## config.mk

```make
export PLATFORM = sky130hd
export DESIGN_NAME = hack_fetch_unit
export DESIGN_NICKNAME = d
export VERILOG_FILES = /design/src/rtl/hack_fetch_unit.sv
export SDC_FILE = /design/constraint.sdc
export NUM_CORES = 1
export LEC_CHECK = 0
export CORE_ASPECT_RATIO = 1.75
export CORE_MARGIN = 8
export CORE_UTILIZATION = 50
export DETAILED_ROUTE_END_ITERATION = 8
export DONT_BUFFER_PORTS = 1
export PLACE_DENSITY = 0.68
export SYNTH_ARGS = -nofsm -noshare
export SYNTH_HDL_FRONTEND = slang
export SYNTH_SLANG_ARGS = --single-unit
```

## constraint.sdc

```tcl
create_clock -name CLK_100MHz -period 6.3 [get_ports CLK_100MHz]
set_input_delay 0.945 -clock CLK_100MHz [delete_from_list [all_inputs] [get_ports CLK_100MHz]]
set_output_delay 0.945 -clock CLK_100MHz [all_outputs]
set_load 0.01 [all_outputs]
```

## src/rtl/hack_fetch_unit.sv

```systemverilog
// Hack CPU instruction fetch sequencer: PC, ROM latency tracker, 2-entry output queue.
// Optional jump bounds fault enabled by defining FETCH_BOUNDS_CHECK_EN.
module hack_fetch_unit #(
    parameter int unsigned ROM_DEPTH   = 2048,
    parameter int unsigned ROM_LATENCY = 1,
    parameter int unsigned QUEUE_DEPTH = 2
) (
    input  logic        CLK_100MHz,
    input  logic        RESET_N,
    output logic [15:0] pc,
    input  logic [15:0] rom_instruction,
    output logic [15:0] instr,
    output logic [15:0] instr_pc,
    output logic        instr_valid,
    input  logic        instr_ready,
    input  logic        jump,
    input  logic [15:0] jump_target,
    input  logic        halt,
    output logic        fault
);

    typedef enum logic [1:0] {FETCH, HALTED, FAULTED} state_t;

    state_t                 state;
    logic                   epoch;
    logic [ROM_LATENCY-1:0] trk_vld;
    logic [ROM_LATENCY-1:0] trk_ep;
    logic [15:0]            trk_pc [ROM_LATENCY];
    logic [15:0]            s1_instr;
    logic [15:0]            s1_pc;
    logic                   s1_vld;

    logic [2:0]  infl_cnt;
    logic [2:0]  occ_after;
    logic        pop;
    logic        credit;
    logic        issue;
    logic        ret_vld;
    logic        push;
    logic        bad_tgt;
    logic [15:0] ret_pc;
    logic [15:0] pc_inc;
    logic [15:0] tgt_wrap;

    // Only current-epoch entries hold credit; stale ones are dropped on arrival.
    always_comb begin
        infl_cnt = '0;
        for (int unsigned i = 0; i < ROM_LATENCY; i++) begin
            if (trk_vld[i] && (trk_ep[i] == epoch))
                infl_cnt = infl_cnt + 3'd1;
        end
    end

    assign pop       = instr_valid & instr_ready;
    assign occ_after = {2'b00, instr_valid} + {2'b00, s1_vld} - {2'b00, pop};
    assign credit    = ({1'b0, occ_after} + {1'b0, infl_cnt}) < 4'(QUEUE_DEPTH);
    assign issue     = (state == FETCH) && !jump && credit;
    assign ret_vld   = trk_vld[ROM_LATENCY-1] && (trk_ep[ROM_LATENCY-1] == epoch);
    assign ret_pc    = trk_pc[ROM_LATENCY-1];
    assign push      = ret_vld && !jump && (state != FAULTED);
    assign pc_inc    = (pc == 16'(ROM_DEPTH - 1)) ? '0 : pc + 16'd1;
    assign tgt_wrap  = 16'(32'(jump_target) % ROM_DEPTH);

`ifdef FETCH_BOUNDS_CHECK_EN
    assign bad_tgt = 32'(jump_target) >= ROM_DEPTH;

    always_ff @(posedge CLK_100MHz or negedge RESET_N) begin
        if (!RESET_N)
            fault <= 1'b0;
        else if (jump && bad_tgt && (state != FAULTED))
            fault <= 1'b1;
    end
`else
    assign bad_tgt = 1'b0;
    assign fault   = 1'b0;
`endif

    always_ff @(posedge CLK_100MHz or negedge RESET_N) begin
        if (!RESET_N) begin
            state       <= FETCH;
            epoch       <= 1'b0;
            pc          <= '0;
            trk_vld     <= '0;
            trk_ep      <= '0;
            for (int unsigned i = 0; i < ROM_LATENCY; i++)
                trk_pc[i] <= '0;
            instr       <= '0;
            instr_pc    <= '0;
            instr_valid <= 1'b0;
            s1_instr    <= '0;
            s1_pc       <= '0;
            s1_vld      <= 1'b0;
        end else begin
            for (int unsigned i = 1; i < ROM_LATENCY; i++) begin
                trk_vld[i] <= trk_vld[i-1];
                trk_ep[i]  <= trk_ep[i-1];
                trk_pc[i]  <= trk_pc[i-1];
            end
            trk_vld[0] <= issue;
            trk_ep[0]  <= epoch;
            trk_pc[0]  <= pc;

            if (issue)
                pc <= pc_inc;

            if (jump && (state != FAULTED)) begin
                epoch       <= ~epoch;
                instr_valid <= 1'b0;
                s1_vld      <= 1'b0;
                if (bad_tgt) begin
                    state <= FAULTED;
                end else begin
                    pc    <= tgt_wrap;
                    state <= halt ? HALTED : FETCH;
                end
            end else begin
                if (state != FAULTED)
                    state <= halt ? HALTED : FETCH;

                // Head slot feeds the outputs directly; s1 refills it on pop.
                if (instr_valid && !pop) begin
                    if (push) begin
                        s1_instr <= rom_instruction;
                        s1_pc    <= ret_pc;
                        s1_vld   <= 1'b1;
                    end
                end else if (s1_vld) begin
                    instr       <= s1_instr;
                    instr_pc    <= s1_pc;
                    instr_valid <= 1'b1;
                    s1_vld      <= push;
                    if (push) begin
                        s1_instr <= rom_instruction;
                        s1_pc    <= ret_pc;
                    end
                end else if (push) begin
                    instr       <= rom_instruction;
                    instr_pc    <= ret_pc;
                    instr_valid <= 1'b1;
                end else begin
                    instr_valid <= 1'b0;
                end
            end
        end
    end

endmodule

```

==> metrics <==
run status finished clean; total power divided by cell area about 370 nW/µm²; proportion of layout cells with a drive suffix above 1 about 16%; post-placement cell area between 4000 and 5000 µm²; number of buffers added on ports 0; vias after detailed routing 2,804; worst-case clock skew 0.006446 ns; least setup slack across all paths after layout between 2 and 2.5 ns; Post-CTS Setup Inserts 0; fin area 4765 µm²; Vias/cell 5.746; average cell area after synthesis 11.72 µm²; worst setup slack after placement 2.344 ns; endpoint kind of the worst setup timing path flip-flop; most frequently used cell type in the post-synthesis netlist sky130_fd_sc_hd__dfrtp_1; die area 12,110 µm²; count of antenna diodes in the layout 0; number of global-route vias before repair 2,903; number of standard cells after synthesis 373; type of the worst setup path reg2reg; maximum resistive drop on vdd 0.1820 mV; post-detail-place hpwl 5973 µm; worst-case hold slack 0.3007 ns; number of instances resized during post-cts repair 0; crit path DAT 4.20 ns; TritonCTS clock tree built; Net count, final slightly above 400; wire length after detailed routing around 8800 µm; required arrival time at the worst endpoint 6.53 ns; starting density of the core 50.75%; number of warnings printed during yosys synthesis 0; final weighted congestion in routability-driven placement approximately 0.84; height of the die 139.7 µm; number of sinks handled by clock tree synthesis 102; number of flops mapped to enable cells by yosys 0; width of the chip 86.69 µm; post-synthesis cell type with the largest combined area sky130_fd_sc_hd__dfrtp_1; total routing usage reported by global routing 15.03%; total count of hold-check failures in the final report 0; Detailed Route Iter0 Violations 99; post-synth cell types 49; initial antenna violation count 0; pin count of the biggest net entering global routing 103; antenna-violating nets left 0; H-tree depth 3; commonest cells in the netlist sky130_fd_sc_hd__dfrtp_1, sky130_fd_sc_hd__nand2_1, sky130_fd_sc_hd__mux2_2, sky130_fd_sc_hd__mux2i_1, sky130_fd_sc_hd__o21ai_0; startpoint types flip-flop; share of the clock period used by the worst path approximately 63%; LEAKAGE 2.131 nW; area added between synthesis and finish 8.987%; global-route wire length before repair 14,320 µm; headroom to the max-slew limit between 30% and 40%; prevailing post-synth register cell sky130_fd_sc_hd__dfrtp_1; FP Rows 45; share of synthesized registers carrying an async set or reset 100.0%; Hold/Removal Path Class in2async; TritonRoute pass-1 iters 4; total chip power 0.001786 W; origin of the worst setup path s1_vld; drt drc 0; Net Count, Synth 415; CTS clock-pin slew for the worst setup and hold paths 0.07 ns; number of max-cap violations 0; worst reg2reg startpoint s1_vld; sum of negative setup slack 0 ns; root buffer cell sky130_fd_sc_hd__clkbuf_16; share of the yosys chip area belonging to registers 58.39%; mean routed wirelength per cell between 15 and 20 µm; number of synthesized register bits 102; maximum achievable frequency approximately 0.25 GHz; setup-violating endpoint count in the final report 0; RSZ-0062 raised after global routing no; final max-slew violation count 0; synth top area cells sky130_fd_sc_hd__dfrtp_1, sky130_fd_sc_hd__mux2_2, sky130_fd_sc_hd__mux2i_1; maximum fanout along the worst path 35; clock latency reported for the late side of the worst-skew pair 0.33 ns; Overflow after GRT 0; portion of synthesized cell area occupied by the leading cell type 58.39%; hold bufs inserted after CTS 0; cell area after synthesis 4372 µm²; transition time at the pin with the least slew margin 1.031 ns; final critical delay including setup and external delays 3.963 ns; Inserted Clock Buffers 9; Core Area 8615 µm²; clk buf depth 2; I/O pin count 87
## flip-flops by register name, indices dropped and copies added, names as in the netlist
register and cells:
instr_valid 1, instr_pc 16, pc 16, instr 16, state 1, trk_ep 1, ret_pc 16, s1_vld 1
epoch 1, s1_instr 16, trk_vld 1, s1_pc 16
## metal layers
layer	part of all wire (%)	vias to the layer above	global-route usage (%)
met3	7.4	13	5.071
met4	1.8	0	7.763
met1	38	1385	15.80
li1	-	1310	-
met5	0	-	0
met2	53	96	25.57
## placed cells by master (no fill, tap or decap), types with 2 or more instances in the layout
cell,count
sky130_fd_sc_hd__xnor2_1,3
sky130_fd_sc_hd__clkbuf_1,2
sky130_fd_sc_hd__nand3b_1,3
sky130_fd_sc_hd__nor2_1,7
sky130_fd_sc_hd__inv_1,8
sky130_fd_sc_hd__or4_1,2
sky130_fd_sc_hd__clkbuf_16,9
sky130_fd_sc_hd__nor3_1,2
sky130_fd_sc_hd__mux2_2,32
sky130_fd_sc_hd__and3_1,5
sky130_fd_sc_hd__bufinv_16,2
sky130_fd_sc_hd__nand3_1,12
sky130_fd_sc_hd__and2_1,2
sky130_fd_sc_hd__a21oi_1,6
sky130_fd_sc_hd__and4_1,2
sky130_fd_sc_hd__mux2i_1,32
sky130_fd_sc_hd__xor2_1,2
sky130_fd_sc_hd__o311ai_0,2
sky130_fd_sc_hd__o21ai_1,11
sky130_fd_sc_hd__dfrtp_1,101
sky130_fd_sc_hd__clkinv_2,2
sky130_fd_sc_hd__o21ai_0,23
sky130_fd_sc_hd__a31oi_1,9
sky130_fd_sc_hd__o211ai_1,4
sky130_fd_sc_hd__nand2_1,52
sky130_fd_sc_hd__nand4_1,6
sky130_fd_sc_hd__ha_1,5
## power breakdown
part | internal (W) | leakage (nW) | total, W | switching, W
Combinational | 0.000103 | 0.654 | 0.000211 | 0.000108
Clock | 0.000358 | 0.157 | 0.000584 | 0.000226
Sequential | 0.000819 | 1.32 | 0.000991 | 0.000172
Total | 0.00128 | 2.13 | 0.00179 | 0.000506
## area by class of cell
class                           count  area [µm²]
Clock buffer                       12       246.5
Multi-Input combinational cell    242        1703
Inverter                           10       37.54
Clock inverter                      4       70.07
Sequential cell                   102        2554
Tap cell                          117       146.4
Timing Repair Buffer                1       7.507
Fill cell                         742        3850
## worst max-delay path, cell delays in order, from the launching register on
cell	delay, ns
sky130_fd_sc_hd__dfrtp_2	1.05
sky130_fd_sc_hd__inv_1	0.16
sky130_fd_sc_hd__ha_1	0.33
sky130_fd_sc_hd__inv_1	0.05
sky130_fd_sc_hd__ha_1	0.14
sky130_fd_sc_hd__inv_1	0.05
sky130_fd_sc_hd__ha_1	0.29
sky130_fd_sc_hd__inv_1	0.05
sky130_fd_sc_hd__ha_1	0.29
sky130_fd_sc_hd__or4_4	0.54
sky130_fd_sc_hd__nor4_2	0.49
sky130_fd_sc_hd__a211oi_1	0.14
sky130_fd_sc_hd__a311oi_1	0.27
## path summary, 6_finish.rpt
check                                 end  slack (ns)  depth (start not counted)
worst max register to register     pc[10]        2.34                         12
worst max-delay path               pc[10]        2.34                         12
min in group CLK_100MHz            trk_ep        0.45                          0
worst min register to register     trk_ep        0.45                          0
worst min-delay path                epoch        0.30                          0
max in group asynchronous       instr[10]        5.85                          0
## kinds of logic after synthesis
group,after synthesis,synth area share (%)
mux,64,15.57
buf+inv,29,2.690
flops,102,58.39
other cells,1,0.08578
fa+ha+maj,5,1.431
simple gates,102,11.85
compound gates,65,8.987
xor+xnor,5,1.002
## per-stage QoR
stage | utilization (%) | cells
global route | 55.31 | 488
global placement | 51.63 | 472
CTS | 55.31 | 488
floorplan | - | 373
detailed placement | 51.63 | 472
finish | 55.31 | 488
Note: power is estimated with default switching activity, not from simulation.
